<file path="config.mk">
export PLATFORM = sky130hd
export DESIGN_NAME = mips_prog_loader_flat
export DESIGN_NICKNAME = d
export VERILOG_FILES = /design/src/rtl/mips_prog_loader_if.sv /design/src/rtl/mips_prog_loader.sv /design/src/flat_wrapper.sv
export SDC_FILE = /design/constraint.sdc
export NUM_CORES = 1
export LEC_CHECK = 0
export ABC_AREA = 1
export CAP_MARGIN = 10
export CORE_MARGIN = 10
export CORE_UTILIZATION = 35
export DETAILED_ROUTE_END_ITERATION = 16
export GPL_TIMING_DRIVEN = 1
export PLACE_DENSITY = 0.76
export SLEW_MARGIN = 20
export SYNTH_ARGS = -nofsm -noshare
export SYNTH_HDL_FRONTEND = slang
export SYNTH_SLANG_ARGS = --single-unit
</file>
<file path="constraint.sdc">
create_clock -name clk1 -period 2.4 [get_ports clk1]
set_input_delay 0.36 -clock clk1 [delete_from_list [all_inputs] [get_ports clk1]]
set_output_delay 0.36 -clock clk1 [all_outputs]
set_load 0.01 [all_outputs]
</file>
<file path="src/rtl/mips_prog_loader_if.sv">
// Bus bundle between the program loader and its environment: program
// word stream in, instruction-memory write port, register-file write and
// read ports, and register dump stream out.
interface mips_prog_loader_if #(
   parameter int ADDR_W = 10,
   parameter int DATA_W = 32
);
   // program word stream
   logic              in_valid;
   logic              in_ready;
   logic [DATA_W-1:0] in_data;
   logic              in_last;
   // instruction-memory write port
   logic              mem_we;
   logic [ADDR_W-1:0] mem_addr;
   logic [DATA_W-1:0] mem_wdata;
   // register-file write port
   logic              reg_we;
   logic [4:0]        reg_waddr;
   logic [DATA_W-1:0] reg_wdata;
   // combinational register read port
   logic [4:0]        reg_raddr;
   logic [DATA_W-1:0] reg_rdata;
   // register dump stream
   logic              out_valid;
   logic              out_ready;
   logic [DATA_W-1:0] out_data;
   logic [4:0]        out_idx;

   // loader side
   modport master (
      input  in_valid, in_data, in_last, reg_rdata, out_ready,
      output in_ready, mem_we, mem_addr, mem_wdata,
             reg_we, reg_waddr, reg_wdata, reg_raddr,
             out_valid, out_data, out_idx
   );

   // environment side (stream source, memories, dump sink)
   modport slave (
      output in_valid, in_data, in_last, reg_rdata, out_ready,
      input  in_ready, mem_we, mem_addr, mem_wdata,
             reg_we, reg_waddr, reg_wdata, reg_raddr,
             out_valid, out_data, out_idx
   );
endinterface

</file>
<file path="src/rtl/mips_prog_loader.sv">
// Program loader / sequencer for a small MIPS core: streams a program into
// instruction memory, optionally seeds the register file with Reg[k] = k,
// releases the core until it halts (or times out) and then streams out the
// first NDUMP registers.
module mips_prog_loader #(
   parameter int ADDR_W    = 10,
   parameter int DATA_W    = 32,
   parameter int NDUMP     = 6,
   parameter int INIT_MODE = 1,
   parameter int TMO_W     = 16
) (
   input  logic                 clk1,
   input  logic                 rst,
   input  logic                 start,
   mips_prog_loader_if.master   bus,
   output logic                 core_run,
   input  logic                 core_halted,
   output logic                 busy,
   output logic                 done,
   output logic                 err,
   output logic [1:0]           err_code
);

   typedef enum logic [2:0] {
      S_IDLE,
      S_LOAD,
      S_INITR,
      S_RUN,
      S_DUMP,
      S_DONE,
      S_ERR
   } state_t;

   localparam logic [4:0] LAST_IDX  = 5'(NDUMP - 1);
   localparam logic [1:0] ERR_OVF   = 2'd1;
   localparam logic [1:0] ERR_TMO   = 2'd2;

   state_t            state_q, state_d;
   logic [ADDR_W-1:0] wcnt_q, wcnt_d;
   logic [TMO_W-1:0]  tmo_q, tmo_d;
   logic [TMO_W-1:0]  tmo_inc;
   logic [4:0]        idx_q, idx_d;
   logic [1:0]        err_code_q, err_code_d;
   logic              accept;

   assign accept = (state_q == S_LOAD) && bus.in_valid;

   // Next-state and counter update. idx_q serves as the init register
   // index in INITR and as the dump index in DUMP; it is cleared on the
   // way out of INITR so the dump always starts at R0.
   always_comb begin
      state_d    = state_q;
      wcnt_d     = wcnt_q;
      tmo_d      = tmo_q;
      idx_d      = idx_q;
      err_code_d = err_code_q;
      tmo_inc    = tmo_q + 1'b1;
      case (state_q)
         S_IDLE, S_DONE, S_ERR: begin
            if (start) begin
               state_d    = S_LOAD;
               wcnt_d     = '0;
               tmo_d      = '0;
               idx_d      = '0;
               err_code_d = '0;
            end
         end
         S_LOAD: begin
            if (accept) begin
               if (wcnt_q != '1) wcnt_d = wcnt_q + 1'b1;
               if (bus.in_last) begin
                  state_d = (INIT_MODE == 1) ? S_INITR : S_RUN;
               end else if (wcnt_q == '1) begin
                  state_d    = S_ERR;
                  err_code_d = ERR_OVF;
               end
            end
         end
         S_INITR: begin
            idx_d = idx_q + 1'b1;
            if (idx_q == 5'd31) begin
               state_d = S_RUN;
               idx_d   = '0;
            end
         end
         S_RUN: begin
            if (tmo_q != '1) tmo_d = tmo_inc;
            if (core_halted) begin
               state_d = S_DUMP;
            end else if (tmo_inc == '1) begin
               state_d    = S_ERR;
               err_code_d = ERR_TMO;
            end
         end
         S_DUMP: begin
            if (bus.out_ready) begin
               if (idx_q == LAST_IDX) state_d = S_DONE;
               else                   idx_d   = idx_q + 1'b1;
            end
         end
         default: state_d = S_IDLE;
      endcase
   end

   // State and counter registers with synchronous reset.
   always_ff @(posedge clk1) begin
      if (rst) begin
         state_q    <= S_IDLE;
         wcnt_q     <= '0;
         tmo_q      <= '0;
         idx_q      <= '0;
         err_code_q <= '0;
      end else begin
         state_q    <= state_d;
         wcnt_q     <= wcnt_d;
         tmo_q      <= tmo_d;
         idx_q      <= idx_d;
         err_code_q <= err_code_d;
      end
   end

   // Port decode from the registered state; data/address buses are
   // forced to zero outside their owning state.
   always_comb begin
      bus.in_ready  = (state_q == S_LOAD);
      bus.mem_we    = accept;
      bus.mem_addr  = accept ? wcnt_q : '0;
      bus.mem_wdata = accept ? bus.in_data : '0;

      bus.reg_we    = (state_q == S_INITR);
      bus.reg_waddr = bus.reg_we ? idx_q : '0;
      bus.reg_wdata = bus.reg_we ? DATA_W'(idx_q) : '0;

      bus.out_valid = (state_q == S_DUMP);
      bus.reg_raddr = bus.out_valid ? idx_q : '0;
      bus.out_idx   = bus.out_valid ? idx_q : '0;
      bus.out_data  = bus.out_valid ? bus.reg_rdata : '0;

      core_run = (state_q == S_RUN);
      busy     = (state_q == S_LOAD) || (state_q == S_INITR) ||
                 (state_q == S_RUN)  || (state_q == S_DUMP);
      done     = (state_q == S_DONE);
      err      = (state_q == S_ERR);
      err_code = err_code_q;
   end

endmodule

</file>
<file path="src/flat_wrapper.sv">
// flat-port wrapper written by rule: the top's interface ports become plain ports
module mips_prog_loader_flat 
#(
   parameter int ADDR_W    = 10,
   parameter int DATA_W    = 32,
   parameter int NDUMP     = 6,
   parameter int INIT_MODE = 1,
   parameter int TMO_W     = 16
)
  (clk1, rst, start, core_run, core_halted, busy, done, err, err_code, bus_in_valid, bus_in_data, bus_in_last, bus_reg_rdata, bus_out_ready, bus_in_ready, bus_mem_we, bus_mem_addr, bus_mem_wdata, bus_reg_we, bus_reg_waddr, bus_reg_wdata, bus_reg_raddr, bus_out_valid, bus_out_data, bus_out_idx);
  mips_prog_loader_if #(.ADDR_W(ADDR_W), .DATA_W(DATA_W)) bus_i ();
  input  logic clk1;
  input  logic rst;
  input  logic start;
  output logic core_run;
  input  logic core_halted;
  output logic busy;
  output logic done;
  output logic err;
  output logic [1:0] err_code;
  input wire logic [$bits(bus_i.in_valid)-1:0] bus_in_valid;
  input wire logic [$bits(bus_i.in_data)-1:0] bus_in_data;
  input wire logic [$bits(bus_i.in_last)-1:0] bus_in_last;
  input wire logic [$bits(bus_i.reg_rdata)-1:0] bus_reg_rdata;
  input wire logic [$bits(bus_i.out_ready)-1:0] bus_out_ready;
  output wire logic [$bits(bus_i.in_ready)-1:0] bus_in_ready;
  output wire logic [$bits(bus_i.mem_we)-1:0] bus_mem_we;
  output wire logic [$bits(bus_i.mem_addr)-1:0] bus_mem_addr;
  output wire logic [$bits(bus_i.mem_wdata)-1:0] bus_mem_wdata;
  output wire logic [$bits(bus_i.reg_we)-1:0] bus_reg_we;
  output wire logic [$bits(bus_i.reg_waddr)-1:0] bus_reg_waddr;
  output wire logic [$bits(bus_i.reg_wdata)-1:0] bus_reg_wdata;
  output wire logic [$bits(bus_i.reg_raddr)-1:0] bus_reg_raddr;
  output wire logic [$bits(bus_i.out_valid)-1:0] bus_out_valid;
  output wire logic [$bits(bus_i.out_data)-1:0] bus_out_data;
  output wire logic [$bits(bus_i.out_idx)-1:0] bus_out_idx;
  assign bus_i.in_valid = bus_in_valid;
  assign bus_i.in_data = bus_in_data;
  assign bus_i.in_last = bus_in_last;
  assign bus_i.reg_rdata = bus_reg_rdata;
  assign bus_i.out_ready = bus_out_ready;
  assign bus_in_ready = bus_i.in_ready;
  assign bus_mem_we = bus_i.mem_we;
  assign bus_mem_addr = bus_i.mem_addr;
  assign bus_mem_wdata = bus_i.mem_wdata;
  assign bus_reg_we = bus_i.reg_we;
  assign bus_reg_waddr = bus_i.reg_waddr;
  assign bus_reg_wdata = bus_i.reg_wdata;
  assign bus_reg_raddr = bus_i.reg_raddr;
  assign bus_out_valid = bus_i.out_valid;
  assign bus_out_data = bus_i.out_data;
  assign bus_out_idx = bus_i.out_idx;
  mips_prog_loader #(.ADDR_W(ADDR_W), .DATA_W(DATA_W), .NDUMP(NDUMP), .INIT_MODE(INIT_MODE), .TMO_W(TMO_W)) u_core (.clk1(clk1), .rst(rst), .start(start), .bus(bus_i), .core_run(core_run), .core_halted(core_halted), .busy(busy), .done(done), .err(err), .err_code(err_code));
endmodule
</file>
### Yosys cells after proc, flatten, opt, wreduce, memory -nomap -nowiden

Index checks and enable logic that the tools add are counted.

* register bits after elaboration: 36
* latch bits: 0
* bits in writable memories: 0
* bits in read-only memories: 0
* bits of input ports: 71
* output and inout port bits: 131
* word-level logic and storage cells: 84
* memories kept: 0

* $add $sub $neg: 3
* multiply operators: 0
* div/mod/pow operators: 0
* order comparisons: 0
* equality and inequality tests: 26
* shifts and indexed selects: 0
* multiplexer cells: 35
* bitwise gates (word level): 0
* reductions and logical operators: 15

Operators by type and width (count)
* 32-bit 2-to-1 mux: 2
* 10-bit 2-to-1 mux: 4
* 5-bit 2-to-1 mux: 7
* 16-bit 2-to-1 mux: 2
* 16-bit case mux with 2 select lines: 1
* 3-bit 2-to-1 mux: 9
* 10-bit case mux with 2 select lines: 1
* 16-bit by 1-bit adder with 16-bit output, second input constant: 1
* 16-bit == test, second input constant: 1
* 16-bit != test, second input constant: 1
* 3-bit case mux with 5 select lines: 1
* 5-bit case mux with 3 select lines: 1
* 2-bit by 1-bit != test with 1-bit output, second input constant: 7
* 7-bit AND reduction: 2
* 2-bit 2-to-1 mux: 6
* 10-bit by 1-bit adder with 10-bit output, second input constant: 1
* 10-bit == test, second input constant: 1
* 10-bit != test, second input constant: 1
* 2-bit != test, second input constant: 5
* 3-bit == test, second input constant: 3
* 4-bit AND reduction: 2
* 3-bit by 2-bit == test with 1-bit output, second input constant: 2
* 2-bit case mux with 3 select lines: 1
* 3-bit nonzero test: 2
* 12 further kinds: 15

### Depth between registers and ports, before layout

Gate-level depths: netlist (run 1).

* depth after elaboration: 5
* gate-level depth with buffers: 15
* depth with buffers taken out: 15

### Least setup slack after synthesis (run 1)

OpenSTA, ideal clock, no wires.

* path kind: register to output
* from: reg u_core.state_q[0]
* to: out bus_mem_addr[0]
* arrival time: 1.713 ns
* data required time: 2.040 ns
* slack: 0.327 ns
* cell stages (with the launch flop): 8
* path buffers: 1
* cell sequence: dfxtp_1 nand2_2 nor2_2 inv_2 nor2_1 clkinv_1 buf_2 nor2_1

* cells in the longest elaborated chain, start to end: 3

RTL lines
* from (decl): line mips_prog_loader.sv:38 `state_t state_q, state_d;`
* from (signal assigned): line mips_prog_loader.sv:114 `state_q <= state_d;`
* 3-bit by 1-bit == test with 1-bit output
* via bus_in_ready: line flat_wrapper.sv:26 `output wire logic [$bits(bus_i.in_ready)-1:0] bus_in_ready;`
* 1-bit logical AND: line mips_prog_loader.sv:46 `assign accept = (state_q == S_LOAD) && bus.in_valid;`
* via bus_mem_we: line flat_wrapper.sv:27 `output wire logic [$bits(bus_i.mem_we)-1:0] bus_mem_we;`
* 10-bit 2-to-1 mux: line mips_prog_loader.sv:127 `bus.mem_addr = accept ? wcnt_q : '0;`
* to (decl): line flat_wrapper.sv:28 `output wire logic [$bits(bus_i.mem_addr)-1:0] bus_mem_addr;`

The timed path passes the listed nets, and every way through them passes these cells.

### Worst setup path in the final report (run 1)

* from: reg u_core.state_q[2]
* to: out bus_out_data[15]

* cells in the longest elaborated chain, start to end: 2

RTL lines
* 3-bit == test: line mips_prog_loader.sv:134 `bus.out_valid = (state_q == S_DUMP);`
* 32-bit 2-to-1 mux: line mips_prog_loader.sv:137 `bus.out_data = bus.out_valid ? bus.reg_rdata : '0;`
* to (decl): line flat_wrapper.sv:35 `output wire logic [$bits(bus_i.out_data)-1:0] bus_out_data;`

No other way between the ends.

==> parameters.txt, run 1 <==
Parameter                              Value

Drt
  Detail-routed net length per standard cell    between 10 and 15 um
  DR vias/cell    ~4.6
  Number of remaining DRC errors    0
  Total Routed Length    between 10 and 15 mm
  Number of iterations in the first detailed-routing pass    5
  Via total after detailed routing    3859
  Iteration-0 DRC count of the detailed router    236
  Routed Antenna Nets    0

Clock network
  Total CTS buffers    5
  Clock sink count    36
  Clock latency of the later-clocked register in the worst-skew pair    between 0.2 and 0.3 ns
  Clock tree from TritonCTS    yes
  Count of hold buffers inserted by post-cts repair    0
  Clock transition at the registers of the reported paths    around 0.08 ns
  Longest Clk Path Bufs    2
  Cell at the root of the clock tree    clkbuf_8
  Maximum level of the CTS H-tree    2

Power and ir drop
  Internal cell power    between 0.0015 and 0.002 W
  Sw Ratio    45.8%
  Share of total power in the clock network    14.6%
  Maximum resistive drop on vdd    0.000396 V
  Sequential share of power    around a fifth
  Cell Pwr Density    about 720 nW/um^2
  Logic gate share of total power    between 60% and 70%
  Static leakage    between 2 and 3 nW
  Power dissipated by switching net loads    0.00167 W

Timing
  Number of endpoints with negative hold slack in the final report    0
  Final worst-path cycle share    around 96%
  Clock Skews    between 0.01 and 0.015 ns
  Clock period minus final worst setup slack    roughly 2.3 ns
  Final Setup Violations    0
  Count of pins over their slew limit    0
  Worst Setup Slack, final    about 0.086 ns
  Highest attainable clock frequency    about 430 MHz

Final layout
  Final std cell area, no fill    between 5000 and 6000 um^2
  Final Instance Count excl. Fillers    between 800 and 900
  Share of post-route cells with drive strength above 1    8.02%
  Number of antenna cells inserted    0
  Final #Nets    just over 800
  Count of fill cells added during filler insertion    878
  Util after Layout    a little under three fifths
  Synth-to-Final Area Change    57.2%

Hold path
  Worst min-delay path category    flop to flop

Floorplan
  Overall die area    13400 um^2
  Floorplan Core Area    between 8000 and 9000 um^2
  Row Count    34
  Die extent in x    between 100 and 150 um
  Starting density of the core    a little over a third
  Die Y-Extent    between 100 and 150 um
  I/O pin cnt    roughly 200

Logic synthesis
  Sequential element share of the synthesized area    approximately 22%
  Share of the synthesized area in the top cell type    22.4%
  Number of synthesized register bits    36
  Warnings from Yosys    0
  Cell variety after synth    36
  Dominant register cell in the synthesized netlist    dfxtp_1
  Mean Syn Cell Area    5.69 um^2
  Most frequent cells after synthesis    nor2_1, inv_1, nand2_1
  Fraction of synthesis flops using an asynchronous set or reset pin    0%
  Largest cells by area after synthesis    dfxtp_1, nor2_1, inv_1
  Synthesized cell area    roughly 3200 um^2
  Most frequently used cell type in the post-synthesis netlist    nor2_1
  Number of enable flip-flop cells after synthesis    0
  Synthesized instance count    ~570
  Cell taking the most area after synthesis    dfxtp_1

Global route
  Number of antenna violations at the first check in global routing    0
  Vias in the first global route    roughly 3600
  Largest net degree at the start of global routing    between 40 and 50
  Wire length of the first global-routing pass    roughly 19 mm
  Total global-route track usage    roughly 17%
  Final global-route overflow total    0

Setup path
  Peak per-stage delay on the critical path    between 0.5 and 0.6 ns
  Most frequent CP cell    inv_2
  Buf+Inv Stages, Crit Path    4
  WP data arrival    between 1.5 and 2 ns
  Data required time at the worst endpoint    2.04 ns
  Peak fanout along the critical path    28
  Cell-by-cell trace of the critical path    inv_2 > nor3_4 > inv_2 > buf_4 > nor2_1 > clkdlybuf4s50_1
  Startpoint-to-endpoint class of the critical path    flop to output port
  Kind of cell with the highest combined delay on the critical path    buffers and inverters
  Critical Path Source Type    flop
  Slowest library cell on the worst path    clkdlybuf4s50_1
  Endpoint class of the critical path    output port

Place
  Worst Setup Slack post-DPL    0.0255 ns
  Total placed instance area    between 4000 and 5000 um^2
  Half-perimeter wire length of the detailed placement result    between 10 and 15 mm
  Final Wtd Congestion    approximately 0.91
  I/O Buffers    174
  DP Cell Count    ~840

Status
  Run status    finished, final reports clean

Flow run
  Total of max-cap violations    0
-- timing repair --
item	in CTS	in global routing
pin swaps	1	0
buffers inserted	1	0
setup endpoints to repair	62	12
gates resized for setup	46	10
-- path summary, 6_finish.rpt --
kind                                        start                end  slack (ns)  depth (start not counted)
worst min-delay path             u_core.tmo_q[15]   u_core.tmo_q[15]        0.48                          2
worst max register to register    u_core.tmo_q[1]  u_core.state_q[0]        0.22                         13
worst max-delay path            u_core.state_q[2]   bus_out_data[15]        0.09                          6
worst min register to register   u_core.tmo_q[15]   u_core.tmo_q[15]        0.48                          2
-- cell type report --
| type | instances | area (um^2) | area share (%) |
|---|---|---|---|
| Timing Repair Buffer | 188 | 1830 | 36.2 |
| Multi-Input combinational cell | 386 | 1810 | 35.8 |
| Sequential cell | 36 | 724 | 14.3 |
| Inverter | 118 | 443 | 8.77 |
| Tap cell | 108 | 135 | 2.67 |
| Clock buffer | 5 | 68.8 | 1.36 |
| Clock inverter | 3 | 42.5 | 0.842 |
-- worst reg2reg max path, cell delays in order, from the launching register on --
cell and delay, ns:
dfxtp_1 0.40, ha_1 0.28, nand2_1 0.14, nor2_2 0.22, nand3_2 0.12, nand2_1 0.10, nand2_1 0.07, nor2_1 0.10
nand2_1 0.06, nor2_1 0.13, nand2_1 0.12, nand2_2 0.13, nand3_1 0.09, a21oi_1 0.16
-- state kept, by name (all words and copies together) (netlist names) --
signal           cells
u_core.tmo_q        16
u_core.wcnt_q       10
u_core.idx_q         5
u_core.state_q       3
u_core.err_code      2
-- cells by family (layout without fill, tap and decap cells) --
kind of cell | Yosys count | in the layout | synth area share [%]
simple gates | 296 | 296 | 39.6
compound gates | 53 | 53 | 9.50
xor+xnor | 3 | 3 | 0.818
fa+ha+maj | 7 | 7 | 2.96
other cells | 1 | 27 | 0.117
flops | 36 | 36 | 22.4
buf+inv | 169 | 314 | 24.6
-- layout by cell type, fill, tap and decap left out, types with 2 or more instances in the layout --
| master | netlist | routed |
|---|---|---|
| o21ai_1 | 2 | 2 |
| inv_2 | 8 | 9 |
| buf_4 | 38 | 13 |
| nor3_2 | 3 | 3 |
| a211oi_1 | 3 | 3 |
| o21ai_2 | 2 | 2 |
| conb_1 | 1 | 27 |
| nor2_2 | 7 | 7 |
| nor2_1 | 119 | 118 |
| ha_1 | 6 | 6 |
| nand3_2 | 2 | 2 |
| nor3_1 | 11 | 11 |
| dlygate4sd2_1 | 0 | 42 |
| nand4_1 | 10 | 10 |
| xor2_1 | 3 | 3 |
| nand3_1 | 27 | 27 |
| clkbuf_8 | 0 | 5 |
| dfxtp_1 | 36 | 35 |
| o21ai_0 | 7 | 7 |
| clkdlybuf4s50_1 | 0 | 123 |
| nand2_2 | 6 | 6 |
| inv_1 | 109 | 108 |
| nand2_1 | 108 | 108 |
| dlymetal6s2s_1 | 0 | 9 |
| a21oi_1 | 33 | 33 |
-- per-layer routing --
| metal | up-vias | wire, um | global-route usage [%] |
|---|---|---|---|
| met4 | 0 | 131 | 3.09 |
| met1 | 1716 | 4800 | 18.7 |
| li1 | 1983 | - | - |
| met3 | 11 | 1170 | 5.01 |
| met2 | 149 | 6390 | 33.2 |
| met5 | - | 0 | 0 |
-- power by group through the flow --
stage / sequential (W) / clock, W / combinational (W)
2_1_floorplan: 0.000763 / 0 / 0.00140
3_3_place_gp: 0.000757 / 0 / 0.00235
3_5_place_dp: 0.000762 / 0 / 0.00240
4_1_cts: 0.000754 / 0.000553 / 0.00239
5_1_grt: 0.000765 / 0.000579 / 0.00261
6_report: 0.000757 / 0.000536 / 0.00236
-- per-stage QoR --
stage	setup TNS [ns]	hold slack [ns]	total power (W)
after floorplan	0	0.445	0.00216
after global placement	0	0.462	0.00311
after detailed placement	0	0.472	0.00317
after CTS	0	0.483	0.00369
after global routing	-0.000694	0.516	0.00396
final	0	0.482	0.00366
Power figures use the tool's default switching activity.
==> run 2: changes to the inputs <==
--- a/config.mk
+++ b/config.mk
@@ -14,2 +14,3 @@
 export PLACE_DENSITY = 0.76
+export RECOVER_POWER = 50
 export SLEW_MARGIN = 20
==> constraint.sdc (replaced) <==
create_clock -name clk1 -period 2.4 [get_ports clk1]
set_input_delay 0.48 -clock clk1 [delete_from_list [all_inputs] [get_ports clk1]]
set_output_delay 0.48 -clock clk1 [all_outputs]
set_load 0.01 [all_outputs]
==> run 2 against run 1 <==
Via count is 0.44% higher. Cell area is 5.0% lower. Clock skew is 0.0034 ns lower. First-iteration DRC count is 15% lower. Non-clock buffer count is 3 higher. Critical path depth is 1 lower. Critical path type unchanged. Largest power group unchanged. Sequential cell count stayed put. Register-to-register slack worse by 0.04 ns. Total power is 4.7% lower. Cell count is 0.36% higher.
==> parameters.txt, run 2 (synthesis results as in run 1) <==
Parameter                              Value

Final layout
  Highest-count cells in the layout ignoring fill and taps    nor2_1, nand2_1, inv_1
  Regs by FF count    u_core.tmo_q: 16 flops, u_core.wcnt_q: 10 flops, u_core.idx_q: 5 flops
  Number of antenna cells inserted    0 (unchanged)
  Share of post-route cells with drive strength above 1    7.98% (-0.033 points)
  Final Instance Count excl. Fillers    847 (+0.36%)
  Util after Layout    54.3% (-2.8 points)
  Most frequent standard cell in the layout excluding fill and tap cells    nor2_1
  Multi-input gate area in the final layout    1790 um^2 (-0.90%)
  Final #Nets    816 (+0.37%)
  Count of fill cells added during filler insertion    911 (+3.8%)
  Final std cell area, no fill    4800 um^2 (-5.0%)
  Synth-to-Final Area Change    49.4%
  Register cell area after layout    721 um^2 (-0.52%)
  Most flops, register    u_core.tmo_q
  Number of flip-flops in the largest register    16 (unchanged)

Global route
  Wire length of the first global-routing pass    18.8 mm (about the same)
  Vias in the first global route    3554 (-0.39%)
  Number of antenna violations at the first check in global routing    0 (unchanged)
  Final global-route overflow total    0 (unchanged)
  Total global-route track usage    17.3% (-0.062 points)
  Largest net degree at the start of global routing    43 (unchanged)

Place
  Total placed instance area    4990 um^2 (+0.86%)
  DP Cell Count    839 (+0.48%)
  Final Wtd Congestion    0.923 (+1.1%)
  Half-perimeter wire length of the detailed placement result    10.8 mm (+0.98%)
  I/O Buffers    174 (unchanged)

Setup path
  WP data arrival    1.82 ns (-0.13 ns)
  Endpoint class of the critical path    output port
  Data required time at the worst endpoint    1.92 ns (-0.12 ns)
  Peak per-stage delay on the critical path    0.56 ns (about the same)
  Critical Path Source Type    flop
  Flop-to-flop setup slack    0.18 ns (-0.04 ns)
  Slowest library cell on the worst path    clkdlybuf4s50_1
  Startpoint-to-endpoint class of the critical path    flop to output port
  Kind of cell with the highest combined delay on the critical path    buffers and inverters
  Buf+Inv Stages, Crit Path    3 (-1)
  Peak fanout along the critical path    6 (-79%)
  Cell-by-cell trace of the critical path    clkbuf_2 > nor3_4 > inv_2 > nor2_1 > clkdlybuf4s50_1

Timing
  Final total negative setup slack    0 ns (unchanged)
  Final Setup Violations    0 (unchanged)
  Number of endpoints with negative hold slack in the final report    0 (unchanged)
  Relative slew slack    between 50% and 60%
  Final worst-path cycle share    95.7% (-0.74 points)
  Count of pins over their slew limit    0 (unchanged)
  Clock period minus final worst setup slack    2.30 ns (-0.0177 ns)
  Clock Skews    0.00834 ns (-0.00341 ns)
  Highest attainable clock frequency    436 MHz (+0.77%)
  Slew @ Worst Pin    0.625 ns
  Setup repair after global routing missed its margin    false

Clock network
  Clock transition at the registers of the reported paths    0.08 ns (about the same)
  Post-CTS setup buffers    0 (-1)
  Cell at the root of the clock tree    clkbuf_8
  Total CTS buffers    5 (unchanged)
  Longest Clk Path Bufs    2 (unchanged)
  Maximum level of the CTS H-tree    2 (unchanged)
  Count of hold buffers inserted by post-cts repair    0 (unchanged)
  Clock sink count    36 (unchanged)
  Clock latency of the later-clocked register in the worst-skew pair    0.29 ns (about the same)
  Clock tree from TritonCTS    yes

Power and ir drop
  Cell Pwr Density    726 nW/um^2 (+0.31%)
  Static leakage    2.36 nW (-7.1%)
  Power, Total    0.00349 W (-4.7%)
  Maximum resistive drop on vdd    0.000303 V (-23%)

Floorplan
  Die Y-Extent    116 um (unchanged)
  Floorplan Core Area    8850 um^2 (unchanged)
  Die extent in x    116 um (unchanged)
  Row Count    34 (unchanged)
  I/O pin cnt    202 (unchanged)
  Starting density of the core    36.3% (unchanged)
  Overall die area    13400 um^2 (unchanged)

Flow run
  Total of max-cap violations    0 (unchanged)

Drt
  Via total after detailed routing    3876 (+0.44%)
  Number of remaining DRC errors    0 (unchanged)
  Detail-routed net length per standard cell    15.0 um (+1.3%)
  Iteration-0 DRC count of the detailed router    200 (-15%)
  DR vias/cell    4.58 (about the same)
  Total Routed Length    12.7 mm (+1.6%)
  Number of iterations in the first detailed-routing pass    5 (unchanged)
  Routed Antenna Nets    0 (unchanged)

Status
  Run status    finished, final reports clean

Hold path
  Worst min-delay path category    flop to flop
## run 2: changes by cell type in the layout (fill, tap and decap cells not counted), moves of 6 or more
cell	before	now
clkbuf_2	0	6
dlygate4sd2_1	42	48
dlymetal6s2s_1	9	0
clkdlybuf4s50_1	123	80
clkbuf_1	0	34
## run 2: report_power, final
group | total [W] | switching, W | internal [W] | leakage (nW)
registers | 0.000735 | 0.0000640 | 0.000671 | 0.291
clock network | 0.000538 | 0.000231 | 0.000308 | 0.0541
logic | 0.00221 | 0.00137 | 0.000843 | 2.01
total | 0.00349 | 0.00167 | 0.00182 | 2.36
## run 2: layout make-up
cell class / instances / area share, %
Sequential cell: 36 / 15.0
Multi-Input combinational cell: 386 / 37.3
Tap cell: 108 / 2.81
Clock inverter: 3 / 0.886
Timing Repair Buffer: 191 / 33.3
Inverter: 118 / 9.22
Clock buffer: 5 / 1.43
## run 2: through the flow
step                      hold slack (ns)  setup WS [ns]
after CTS                           0.496      0.0000888
after global routing                0.515        0.00217
final                               0.490          0.104
after floorplan                     0.445          0.207
after detailed placement            0.478         -0.253
after global placement              0.462         -0.167
## run 2: layer usage
layer	global-route usage [%]	up-vias	share of wire, %
li1	-	1986	-
met1	18.3	1723	39
met2	32.8	151	51
met3	5.17	16	9.1
met4	4.25	0	1.3
met5	0	-	0
## run 2: final timing paths
check                                       start               end  cells past startpoint
worst max-delay path            u_core.state_q[1]    bus_out_idx[3]                      5
worst min-delay path             u_core.tmo_q[15]  u_core.tmo_q[15]                      2
worst max register to register  u_core.state_q[0]   u_core.tmo_q[7]                      8
worst min register to register   u_core.tmo_q[15]  u_core.tmo_q[15]                      2
## run 2: worst min-delay path, stage by stage, from the launching register on
cell     delay [ns]
dfxtp_1        0.33
nand2_1        0.06
a21oi_1        0.05
## run 2: what timing repair did
action / CTS / global route
gates resized for setup: 55 / 49
setup endpoints to repair: 57 / 80
gates cloned: 0 / 0
